### src/rtl/alu_wide_ctrl_pkg.sv
// Shared definitions: 8-bit ALU opcode encoding and the wide-sequencer state type.
package alu_wide_ctrl_pkg;

  localparam logic [3:0] kadd = 4'h0;
  localparam logic [3:0] kor  = 4'h1;
  localparam logic [3:0] kand = 4'h2;
  localparam logic [3:0] kbeq = 4'h3;
  localparam logic [3:0] kbnq = 4'h4;
  localparam logic [3:0] kblt = 4'h5;
  localparam logic [3:0] kbge = 4'h6;
  localparam logic [3:0] kbgt = 4'h7;
  localparam logic [3:0] klsl = 4'h8;
  localparam logic [3:0] klsr = 4'h9;

  typedef enum logic [2:0] {
    IDLE = 3'd0,
    EQH  = 3'd1,
    CMPH = 3'd2,
    LO   = 3'd3,
    HI   = 3'd4,
    RESP = 3'd5
  } alu_wide_state_t;

  // Ops that run low byte then high byte.
  function automatic logic is_two_pass(input logic [3:0] op);
    return (op == kadd) || (op == kor) || (op == kand) || (op == kbeq) || (op == kbnq);
  endfunction

  // Unsigned ordering compares: high-byte equality and compare first, then low byte.
  function automatic logic is_ord(input logic [3:0] op);
    return (op == kblt) || (op == kbge) || (op == kbgt);
  endfunction

endpackage

### src/rtl/alu_wide_ctrl.sv
// Sequences 16-bit ops over the parent-level 8-bit ALU. Optional ALU_WIDE_STALL_CNT_EN
// adds o_stall_cnt, counting RESP cycles with the response back-pressured.
module alu_wide_ctrl
  import alu_wide_ctrl_pkg::*;
#(
  parameter bit ERR_ON_UNSUPPORTED = 1'b1
) (
  input  logic        i_clk,
  input  logic        i_reset_n,
  input  logic        i_req_valid,
  output logic        o_req_ready,
  input  logic [3:0]  i_req_op,
  input  logic [15:0] i_req_a,
  input  logic [15:0] i_req_b,
  input  logic        i_req_cin,
  output logic        o_rsp_valid,
  input  logic        i_rsp_ready,
  output logic [15:0] o_rsp_data,
  output logic        o_rsp_carry,
  output logic        o_rsp_flag,
  output logic        o_rsp_err,
  output logic [7:0]  o_alu_input,
  output logic [7:0]  o_alu_accum,
  output logic [3:0]  o_alu_op,
  output logic        o_alu_set,
  output logic        o_alu_sc_in,
  input  logic [7:0]  i_alu_out,
  input  logic        i_alu_sc_out,
  input  logic        i_alu_eq
`ifdef ALU_WIDE_STALL_CNT_EN
  ,
  output logic [15:0] o_stall_cnt
`endif
);

  alu_wide_state_t r_state;
  logic [3:0]  r_op;
  logic [15:0] r_a, r_b;
  logic [7:0]  r_lo_data;
  logic        r_lo_flag, r_hi_eq, r_hi_cmp;

  logic        r_req_ready, r_rsp_valid, r_rsp_carry, r_rsp_flag, r_rsp_err;
  logic [15:0] r_rsp_data;
  logic [7:0]  r_alu_input, r_alu_accum;
  logic [3:0]  r_alu_op;
  logic        r_alu_sc_in;

  always_ff @(posedge i_clk) begin
    if (!i_reset_n) begin
      r_state     <= IDLE;
      r_op        <= '0;
      r_a         <= '0;
      r_b         <= '0;
      r_lo_data   <= '0;
      r_lo_flag   <= 1'b0;
      r_hi_eq     <= 1'b0;
      r_hi_cmp    <= 1'b0;
      r_req_ready <= 1'b1;
      r_rsp_valid <= 1'b0;
      r_rsp_data  <= '0;
      r_rsp_carry <= 1'b0;
      r_rsp_flag  <= 1'b0;
      r_rsp_err   <= 1'b0;
      r_alu_input <= '0;
      r_alu_accum <= '0;
      r_alu_op    <= '0;
      r_alu_sc_in <= 1'b0;
    end else begin
      case (r_state)
        IDLE: begin
          if (i_req_valid) begin
            r_op        <= i_req_op;
            r_a         <= i_req_a;
            r_b         <= i_req_b;
            r_req_ready <= 1'b0;
            if (is_two_pass(i_req_op)) begin
              r_state     <= LO;
              r_alu_input <= i_req_a[7:0];
              r_alu_accum <= i_req_b[7:0];
              r_alu_op    <= i_req_op;
              r_alu_sc_in <= (i_req_op == kadd) ? i_req_cin : 1'b0;
            end else if (is_ord(i_req_op)) begin
              r_state     <= EQH;
              r_alu_input <= i_req_a[15:8];
              r_alu_accum <= i_req_b[15:8];
              r_alu_op    <= kbeq;
              r_alu_sc_in <= 1'b0;
            end else begin
              r_state     <= RESP;
              r_rsp_valid <= 1'b1;
              r_rsp_data  <= '0;
              r_rsp_carry <= 1'b0;
              r_rsp_flag  <= 1'b0;
              r_rsp_err   <= ERR_ON_UNSUPPORTED;
            end
          end
        end
        EQH: begin
          r_hi_eq  <= i_alu_eq;
          r_alu_op <= r_op;
          r_state  <= CMPH;
        end
        CMPH: begin
          r_hi_cmp    <= i_alu_eq;
          r_alu_input <= r_a[7:0];
          r_alu_accum <= r_b[7:0];
          r_state     <= LO;
        end
        LO: begin
          r_lo_data <= i_alu_out;
          r_lo_flag <= i_alu_eq;
          if (is_ord(r_op)) begin
            // High bytes equal: the low byte decides; otherwise the high compare does.
            r_state     <= RESP;
            r_rsp_valid <= 1'b1;
            r_rsp_data  <= '0;
            r_rsp_carry <= 1'b0;
            r_rsp_flag  <= r_hi_eq ? i_alu_eq : r_hi_cmp;
            r_rsp_err   <= 1'b0;
            r_alu_input <= '0;
            r_alu_accum <= '0;
            r_alu_op    <= '0;
            r_alu_sc_in <= 1'b0;
          end else begin
            r_state     <= HI;
            r_alu_input <= r_a[15:8];
            r_alu_accum <= r_b[15:8];
            r_alu_sc_in <= i_alu_sc_out;
          end
        end
        HI: begin
          r_state     <= RESP;
          r_rsp_valid <= 1'b1;
          r_rsp_data  <= {i_alu_out, r_lo_data};
          r_rsp_carry <= (r_op == kadd) ? i_alu_sc_out : 1'b0;
          r_rsp_flag  <= (r_op == kbeq) ? (r_lo_flag & i_alu_eq) :
                         (r_op == kbnq) ? (r_lo_flag | i_alu_eq) : 1'b0;
          r_rsp_err   <= 1'b0;
          r_alu_input <= '0;
          r_alu_accum <= '0;
          r_alu_op    <= '0;
          r_alu_sc_in <= 1'b0;
        end
        RESP: begin
          if (i_rsp_ready) begin
            r_state     <= IDLE;
            r_req_ready <= 1'b1;
            r_rsp_valid <= 1'b0;
            r_rsp_data  <= '0;
            r_rsp_carry <= 1'b0;
            r_rsp_flag  <= 1'b0;
            r_rsp_err   <= 1'b0;
          end
        end
        default: begin
          r_state     <= IDLE;
          r_req_ready <= 1'b1;
          r_rsp_valid <= 1'b0;
        end
      endcase
    end
  end

`ifdef ALU_WIDE_STALL_CNT_EN
  logic [15:0] r_stall_cnt;
  always_ff @(posedge i_clk) begin
    if (!i_reset_n)
      r_stall_cnt <= '0;
    else if (r_state == RESP && !i_rsp_ready && r_stall_cnt != 16'hFFFF)
      r_stall_cnt <= r_stall_cnt + 16'd1;
  end
  assign o_stall_cnt = r_stall_cnt;
`endif

  assign o_req_ready = r_req_ready;
  assign o_rsp_valid = r_rsp_valid;
  assign o_rsp_data  = r_rsp_data;
  assign o_rsp_carry = r_rsp_carry;
  assign o_rsp_flag  = r_rsp_flag;
  assign o_rsp_err   = r_rsp_err;
  assign o_alu_input = r_alu_input;
  assign o_alu_accum = r_alu_accum;
  assign o_alu_op    = r_alu_op;
  assign o_alu_set   = 1'b0;
  assign o_alu_sc_in = r_alu_sc_in;

endmodule

### config.mk
export PLATFORM = sky130hd
export DESIGN_NAME = alu_wide_ctrl
export DESIGN_NICKNAME = d
export VERILOG_FILES = /design/src/rtl/alu_wide_ctrl_pkg.sv /design/src/rtl/alu_wide_ctrl.sv
export SDC_FILE = /design/constraint.sdc
export NUM_CORES = 1
export LEC_CHECK = 0
export ABC_AREA = 1
export BUFFER_PORTS_ARGS = -buffer_cell sky130_fd_sc_hd__buf_2
export CAP_MARGIN = 30
export CORE_ASPECT_RATIO = 0.9
export CORE_MARGIN = 3
export CORE_UTILIZATION = 40
export DETAILED_ROUTE_END_ITERATION = 12
export PLACE_DENSITY_LB_ADDON = 0.2
export SLEW_MARGIN = 15
export SYNTH_ARGS = -nofsm -noshare
export SYNTH_HDL_FRONTEND = slang
export SYNTH_SLANG_ARGS = --single-unit
### constraint.sdc
create_clock -name i_clk -period 1.85 [get_ports i_clk]
set_input_delay 0 -clock i_clk [delete_from_list [all_inputs] [get_ports i_clk]]
set_output_delay 0 -clock i_clk [all_outputs]
set_load 0.02 [all_outputs]
# == Word-level counts from Yosys, hierarchy flattened ==
# Index checks and enable logic that the tools add are counted.
# totals
reg_bits,92
input_bits,51
out_inout_bits,43
wordCells,124
# classes
n_eq_ne,23
n_mux,54
n_bitwise,4
reduce_logical,25
# ops
cell,n
$mux 16,5
$mux 8,8
$pmux 16 s4,1
$pmux 8 s4,2
$eq 4x3->1 const B,8
$mux 1,22
$pmux 3 s6,1
$mux 4,4
$pmux 4 s4,1
$eq 4x2->1 const B,3
$mux 3,4
$pmux 1 s4,3
$reduce_and 6->1,2
$reduce_bool 4->1,3
$ne 2x2->1 const B,5
$reduce_and 3->1,3
$logic_not 4->1,2
$logic_or 1x1->1,8
$eq 3x2->1 const B,2
$eq 3x3->1 const B,2
$pmux 1 s3,2
$pmux 1 s5,1
$eq 4x1->1 const B,1
$reduce_and 2->1,2
other kinds (10),11

# == Logic depth before layout (Yosys ltp) ==
# Gate-level depths: netlist of run 1.
# logic_depth
ltp_word,8
ltp_mapped,12

# == Least setup slack after synthesis of run 1 ==
# No wires, ideal clock.
# synth_timing
path_kind,register to register
start,register r_state[1]
end,register r_rsp_flag (netlist: o_rsp_flag)
setup_time_ns,0.114
arrival_ns,1.263
setup_slack_ns,0.473
path_stages_with_launch,11
path_buffers,1
path_cell_list,dfxtp_1 > nand2_2 > nor2_4 > nand2_2 > nand2_2 > nor2_4 > nand2_4 > buf_6 > nand2_2 > nand2_1 > nor2_2
# synth_between
elab_chain_cells,3
# synth_lines
item,line,source
start: declaration,alu_wide_ctrl.sv:36,alu_wide_state_t r_state;
start signal: assignment,alu_wide_ctrl.sv:50,r_state <= IDLE;
start signal: assignment,alu_wide_ctrl.sv:77,r_state <= LO;
start signal: assignment,alu_wide_ctrl.sv:83,r_state <= EQH;
$eq 3x3->1 (tied with other cells),alu_wide_ctrl.sv:69,case (r_state)
$reduce_bool 4->1 (no source line) or $ne 2x2->1 (tied branches),n/a,
$reduce_and 6->1 (no source line),n/a,
end signal: assignment,alu_wide_ctrl.sv:118,r_rsp_flag <= r_hi_eq ? i_alu_eq : r_hi_cmp;
end signal: assignment,alu_wide_ctrl.sv:136,r_rsp_flag <= (r_op == kbeq) ? (r_lo_flag & i_alu_eq) :
end: declaration,alu_wide_ctrl.sv:42,"logic r_req_ready, r_rsp_valid, r_rsp_carry, r_rsp_flag, r_rsp_err;"
# Several ways; a longest one is shown, not always the timed one.
# A chain may end at the register's enable or synchronous reset.

# == Worst setup path in the final report of run 1 ==
# layout_timing
start,register r_state[0]
end,register r_alu_input[6] (netlist: o_alu_input[6])
# layout_between
elab_chain_cells,3
# layout_lines
item,line,source
$eq 3x2->1 (tied with other cells),alu_wide_ctrl.sv:69,
$reduce_bool 4->1 (no source line) (tied with other cells),n/a,
$reduce_and 3->1 (no source line),n/a,
end signal: assignment,alu_wide_ctrl.sv:78,r_alu_input <= i_req_a[7:0];
end signal: assignment,alu_wide_ctrl.sv:84,r_alu_input <= i_req_a[15:8];
end signal: assignment,alu_wide_ctrl.sv:105,r_alu_input <= r_a[7:0];
end: declaration,alu_wide_ctrl.sv:44,"logic [7:0] r_alu_input, r_alu_accum;"
# Several ways; a longest one is shown, not always the timed one.

==> results by group, run 1 <==
Run status
  – Outcome: finished, final reports clean

STA
  – Worst hold margin: 24.2 ps
  – Final-report setup violation count: 0
  – Final hold viol count: 0
  – Fin Setup TNS: 0 ps
  – RSZ-0062 raised after global routing: no
  – Fmax: 591 MHz
  – Fin crit share: 91.5%
  – Setup Skew: 7.35 ps
  – Fin crit period: 1690 ps
  – Final Max Tran Viols: 0

Die
  – Die X: 116 µm
  – Initial core utilization: 41.7%
  – Die height: 105 µm
  – Die area: 0.0122 mm²
  – # rows: 35
  – IO Count: 94
  – Core area: 0.0105 mm²

Synthesis
  – Synthesized instance count: 644
  – Yosys warnings: 0
  – Synth cell types: 27
  – Synthesized Nets: 695
  – Ys async rst share: 0%
  – Yosys reg bits: 92
  – EDFF count, synth: 0
  – Synth Cell Area: 0.00437 mm²
  – Ys flop type: dfxtp_1
  – Sequential element share of the synthesized area: 42.2%
  – Syn_area_per_cell: 6.78 µm²

Detailed routing
  – Routed wire length per instance: 13.2 µm
  – Via density: 4.87
  – Drt initial violations: 299
  – DR pass1 iterations: 6
  – Via Count: 4406
  – Drt total wl: 12000 µm
  – Post-DRT Antenna Nets: 0
  – DRC Markers: 0

Global route
  – Largest net degree at the start of global routing: 43
  – Initial antenna violation count: 0
  – Total track usage: 20.0%
  – First-pass GRT wire length: 19700 µm
  – Global route overflow: 0
  – Vias in the first global route: 4111

Clock tree
  – Max Root-Sink Buffers: 2
  – Clock latency at the later pin of the worst-skew pair: 340 ps
  – Clk sinks: 92
  – Root buffer cell: clkbuf_16
  – Total CTS buffers: 9
  – CTS tree: built
  – Clock-pin slew on the worst setup and hold paths: 60 ps
  – H-tree levels: 3

Final layout
  – Area Growth Syn to Fin: 30.8%
  – Commonest non-fill, non-tap cell in the layout: nor2_1
  – Antenna diodes: 0
  – Commonest non-fill, non-tap cells in the layout: nor2_1 (181), buf_2 (92), dfxtp_1 (91)
  – Finished Layout Cells: 905
  – Nets: 822
  – Util after Layout: 54.6%
  – Layout cells sized above 1: 23.1%

Hold path
  – Worst hold start: i_alu_out[6]
  – Hold Path End: r_lo_data[6]$_SDFFE_PN0P_
  – Hold path depth: 3
  – HP Class: primary input to register

Place
  – GPL Wtd Cong: 0.815
  – I/O Buffers: 92
  – Placed insts: 844
  – Dpl hpwl: 7910 µm

Critical path
  – Crit path required time: 2080 ps
  – CP Launch Type: register
  – Critical R2R Launch: r_state[0]$_SDFFE_PN0P_
  – Kind of critical path: register to register
  – Crit. End Element: register
  – Worst Path Arrival: 1920 ps
  – RR Endpoint: o_alu_input[6]$_SDFFE_PN0P_
  – Worst R2R Setup Slack: 160 ps
  – Worst reg2reg path depth: 10
  – Crit-path max FO: 31

Power
  – P_leak: 0.00269 µW
  – Power density cells: 1730 mW/mm²
  – VDD IR-drop max: 0.764 mV

Flow run
  – Maxcap violations: 0
metrics by stage:
stage               area [µm²]  power (µW)  worst slack (ps)
floorplan                 4370        6610               473
global placement          4940        7640               122
detailed placement        4940        7750              54.4
CTS                       5690        9830              35.0
global route              5720       10700             0.948
finish                    5720        9870               158
flip-flops by register name, indices dropped and copies added, names as in the netlist, 3 cells and up:
name	flops
o_rsp_data	16
r_a	16
r_b	16
o_alu_accum	8
o_alu_input	8
r_lo_data	8
o_alu_op	4
r_op	4
r_state	3
routing by layer:
| metal | wire, µm | track usage, % |
|---|---|---|
| met1 | 5800 | 28.1 |
| met2 | 5570 | 31.1 |
| met3 | 488 | 4.05 |
| met4 | 133 | 5.22 |
| met5 | 0 | 0 |
cell usage after synthesis, types with 3 or more instances:
master    count  area [µm²]
nor2_1      181         679
dfxtp_1      92        1840
nand2_1      90         338
o21ai_0      64         320
inv_1        46         173
nand3_1      37         185
a21oi_1      23         115
nand2_2      14        87.6
nor2_2       14        87.6
o21ai_1      14        70.1
buf_4        10        75.1
clkbuf_1     10        37.5
o21ai_2      10        87.6
inv_2         9        33.8
buf_2         7        35.0
nor2_4        4        45.0
buf_6         3        33.8
nand2_4       3        33.8
nand4_1       3        18.8
critical path, cell delays in order (launching register included):
cell and delay [ps]:
dfxtp_1 540, inv_1 170, nand2_4 110, nor2_2 50
o21ai_2 80, nand2_1 110, inv_2 80, buf_12 180
nand3_1 100, nor2_1 100, nor2_1 50
logic make-up (layout without fill, tap and decap cells):
logic type             Yosys count  count (layout)  synth area share, %
and+or+nand+nor                351             351                 34.9
AOI/OAI and AO/OA              112             112                 13.7
DFF                             92              92                 42.2
buffers and inverters           88             220                 9.19
other                            1               1               0.0858
cell type report:
type / count / area, µm²
Inverter: 56 / 213
Clock inverter: 4 / 72.6
Timing Repair Buffer: 148 / 1050
Sequential cell: 92 / 1840
Fill cell: 1012 / 4750
Clock buffer: 12 / 246
Multi-Input combinational cell: 464 / 2130
Tap cell: 129 / 161
how the worst max path moves through the flow:
stage | start | endpoint | slack, ps | cells after the start
6_report | r_state[0]$_SDFFE_PN0P_ | o_alu_input[6]$_SDFFE_PN0P_ | 160 | 10
5_1_grt | r_state[0]$_SDFFE_PN0P_ | o_alu_input[6]$_SDFFE_PN0P_ | 0.9 | 9
4_1_cts | r_state[0]$_SDFFE_PN0P_ | o_alu_accum[4]$_SDFFE_PN0P_ | 30 | 8
3_5_place_dp | r_state[0]$_SDFFE_PN0P_ | o_alu_accum[4]$_SDFFE_PN0P_ | 50 | 8
3_3_place_gp | r_state[0]$_SDFFE_PN0P_ | o_alu_accum[1]$_SDFFE_PN0P_ | 120 | 8
2_1_floorplan | r_state[1]$_SDFFE_PN0P_ | o_rsp_flag$_SDFFE_PN0P_ | 470 | 10
repair_timing:
action                                  4_1_cts  5_1_grt
endpoints found under the setup margin        0       12
endpoints found under the hold margin        44        0
resized for setup                             0        1
hold buffers                                 43        0
setup buffers                                 0        2
where the power goes:
| part | switching, µW | internal [µW] | total (µW) |
|---|---|---|---|
| combinational | 3170 | 1730 | 4900 |
| clock | 756 | 1220 | 1980 |
| sequential | 358 | 2630 | 2990 |
(Power assumes the default switching activity.)
==> run 2, diff against run 1 <==
--- a/config.mk
+++ b/config.mk
@@ -6,12 +6,12 @@
 export NUM_CORES = 1
 export LEC_CHECK = 0
 export ABC_AREA = 1
-export BUFFER_PORTS_ARGS = -buffer_cell sky130_fd_sc_hd__buf_2
 export CAP_MARGIN = 30
 export CORE_ASPECT_RATIO = 0.9
 export CORE_MARGIN = 3
 export CORE_UTILIZATION = 40
 export DETAILED_ROUTE_END_ITERATION = 12
+export DONT_BUFFER_PORTS = 1
 export PLACE_DENSITY_LB_ADDON = 0.2
 export SLEW_MARGIN = 15
 export SYNTH_ARGS = -nofsm -noshare
==> results by group, run 2 (synthesis gave the netlist of run 1 again) <==
Die
  – Die height: 105 µm (unchanged)
  – Die X: 116 µm (unchanged)
  – Core area: 0.0105 mm² (unchanged)
  – IO Count: 94 (unchanged)
  – Initial core utilization: 41.7% (unchanged)
  – Die area: 0.0122 mm² (unchanged)
  – # rows: 35 (unchanged)

Place
  – Dpl hpwl: 7740 µm (was 7910 µm)
  – I/O Buffers: 0 (was 92)
  – GPL Wtd Cong: 0.783 (was 0.815)
  – Place WS: 164 ps (was 54.4 ps)

Critical path
  – Crit path required time: 2080 ps (about the same)
  – Crit. End Element: register (unchanged)
  – Worst Path Arrival: 1890 ps (was 1920 ps)
  – Kind of critical path: register to register (unchanged)
  – Slowest-stage cell, CP: dfxtp_1 (unchanged)
  – Critical path's largest stage delay: 420 ps (was 540 ps)
  – CP bufs+invs: 3 (unchanged)
  – Most used cell, CP: inv_2 (was nor2_1)
  – Crit-path cells: inv_2, nand2_1, nor2_2, inv_2, buf_12, o21ai_0, a21oi_1 (was inv_1, nand2_4, nor2_2, o21ai_2, nand2_1, inv_2, buf_12, nand3_1, nor2_1, nor2_1)
  – CP top delay family: simple AND/OR/NAND/NOR gates (was flip-flops)
  – Crit-path max FO: 36 (was 31)
  – CP Launch Type: register (unchanged)

Final layout
  – Commonest non-fill, non-tap cell in the layout: nor2_1 (unchanged)
  – Area Growth Syn to Fin: 20.3% (was 30.8%)
  – Antenna diodes: 0 (unchanged)
  – Nets: 734 (was 822)
  – Commonest non-fill, non-tap cells in the layout: nor2_1 (181), dfxtp_1 (91), nand2_1 (90) (was nor2_1 (181), buf_2 (92), dfxtp_1 (91))
  – Layout cells sized above 1: 12.5% (was 23.1%)

Detailed routing
  – Via density: 4.98 (was 4.87)
  – Routed wire length per instance: 14.4 µm (was 13.2 µm)
  – Top routing layer in use: met4 (unchanged)
  – WL met2: 5280 µm (was 5570 µm)
  – WL met1: 5470 µm (was 5800 µm)
  – WL met3: 866 µm (was 488 µm)
  – DRC Markers: 0 (unchanged)
  – DR pass1 iterations: 4 (was 6)
  – Drt total wl: 11800 µm (was 12000 µm)
  – Via Count: 4066 (was 4406)
  – Post-DRT Antenna Nets: 0 (unchanged)
  – Drt initial violations: 243 (was 299)

STA
  – Final worst slack: 190 ps (was 158 ps)
  – Final Max Tran Viols: 0 (unchanged)
  – RSZ-0062 raised after global routing: no (unchanged)
  – Final-report setup violation count: 0 (unchanged)
  – Fin Setup TNS: 0 ps (unchanged)
  – Setup Skew: 8.75 ps (was 7.35 ps)
  – Fin crit share: 89.7% (was 91.5%)
  – Fmax: 602 MHz (was 591 MHz)
  – Fin crit period: 1660 ps (was 1690 ps)
  – Worst hold margin: 9.19 ps (was 24.2 ps)
  – Final hold viol count: 0 (unchanged)

Power
  – Power density cells: 1780 mW/mm² (was 1730 mW/mm²)
  – Total power: 9360 µW (was 9870 µW)
  – Seq pwr share: 36.6% (was 30.3%)
  – Logic pwr share: 45.2% (was 49.7%)
  – P_leak: 0.00229 µW (was 0.00269 µW)
  – Switching Power: 4240 µW (was 4290 µW)
  – Clk network pwr share: 18.2% (was 20.0%)
  – VDD IR-drop max: 0.669 mV (was 0.764 mV)
  – Internal power: 5120 µW (was 5590 µW)
  – Net Sw Frac: 45.3% (was 43.4%)

Global route
  – Total track usage: 19.9% (was 20.0%)
  – First-pass GRT wire length: 19400 µm (was 19700 µm)
  – Initial antenna violation count: 0 (unchanged)
  – Global route overflow: 0 (unchanged)
  – Largest net degree at the start of global routing: 88 (was 43)
  – Vias in the first global route: 3821 (was 4111)

Clock tree
  – Clk sinks: 92 (unchanged)
  – CTS tree: built (unchanged)
  – Root buffer cell: clkbuf_16 (unchanged)
  – Max Root-Sink Buffers: 2 (unchanged)
  – Clock-pin slew on the worst setup and hold paths: 70 ps (was 60 ps)
  – Total CTS buffers: 9 (unchanged)
  – Post-CTS setup buffer count: 0 (unchanged)
  – Clock latency at the later pin of the worst-skew pair: 340 ps (about the same)
  – H-tree levels: 3 (unchanged)

Run status
  – Outcome: finished, final reports clean (unchanged)

Hold path
  – HP Class: primary input to register (unchanged)

Flow run
  – Maxcap violations: 0 (unchanged)
[run 2: per-stage QoR]
step / cell area, µm² / instances / util [%]
floorplan: 4370 / 644 / -
global placement: 4480 / 752 / 42.8
detailed placement: 4480 / 752 / 42.8
CTS: 5260 / 817 / 50.2
global route: 5260 / 817 / 50.2
finish: 5260 / 817 / 50.2
[run 2: power groups by stage]
stage	Combinational (µW)	Clock, µW	Sequential, µW
4_1_cts	4220	1760	3420
3_3_place_gp	3980	0	3450
2_1_floorplan	3330	0	3280
3_5_place_dp	4070	0	3460
5_1_grt	4870	1820	3490
6_report	4240	1700	3430
[run 2: what timing repair did]
item,4_1_cts,5_1_grt
endpoints found under the hold margin,92,0
endpoints found under the setup margin,0,14
resized for setup,0,1
hold buffers,49,0
[run 2: path summary, 6_finish.rpt]
| check | endpoint | slack, ps | cells past startpoint | startpoint |
|---|---|---|---|---|
| hold reg to reg | r_lo_data[0]$_SDFFE_PN0P_ | 450 | 2 | r_lo_data[0]$_SDFFE_PN0P_ |
| setup reg to reg | r_op[1]$_SDFFE_PN0P_ | 190 | 7 | r_state[2]$_SDFFE_PN0P_ |
| setup / recovery | r_op[1]$_SDFFE_PN0P_ | 190 | 7 | r_state[2]$_SDFFE_PN0P_ |
| hold / removal | o_alu_op[1]$_SDFFE_PN0P_ | 9 | 4 | i_req_op[1] |
[run 2: layout make-up]
| cell class | count | area, µm² |
|---|---|---|
| Clock buffer | 12 | 246 |
| Tap cell | 129 | 161 |
| Sequential cell | 92 | 1840 |
| Fill cell | 1042 | 5210 |
| Inverter | 56 | 213 |
| Clock inverter | 4 | 23.8 |
| Multi-Input combinational cell | 464 | 2130 |
| Timing Repair Buffer | 60 | 641 |
[run 2: metal layers]
metal | global-route usage (%) | up-vias
met5 | 0 | -
met4 | 5.80 | 0
met3 | 6.14 | 12
met2 | 29.9 | 117
met1 | 27.5 | 1830
li1 | - | 2107
[run 2: worst min-delay path, delay by kind of cell]
family           cells  cell delay (ps)
AO/OA/AOI/OAI        2              180
AND/OR/NAND/NOR      2              120
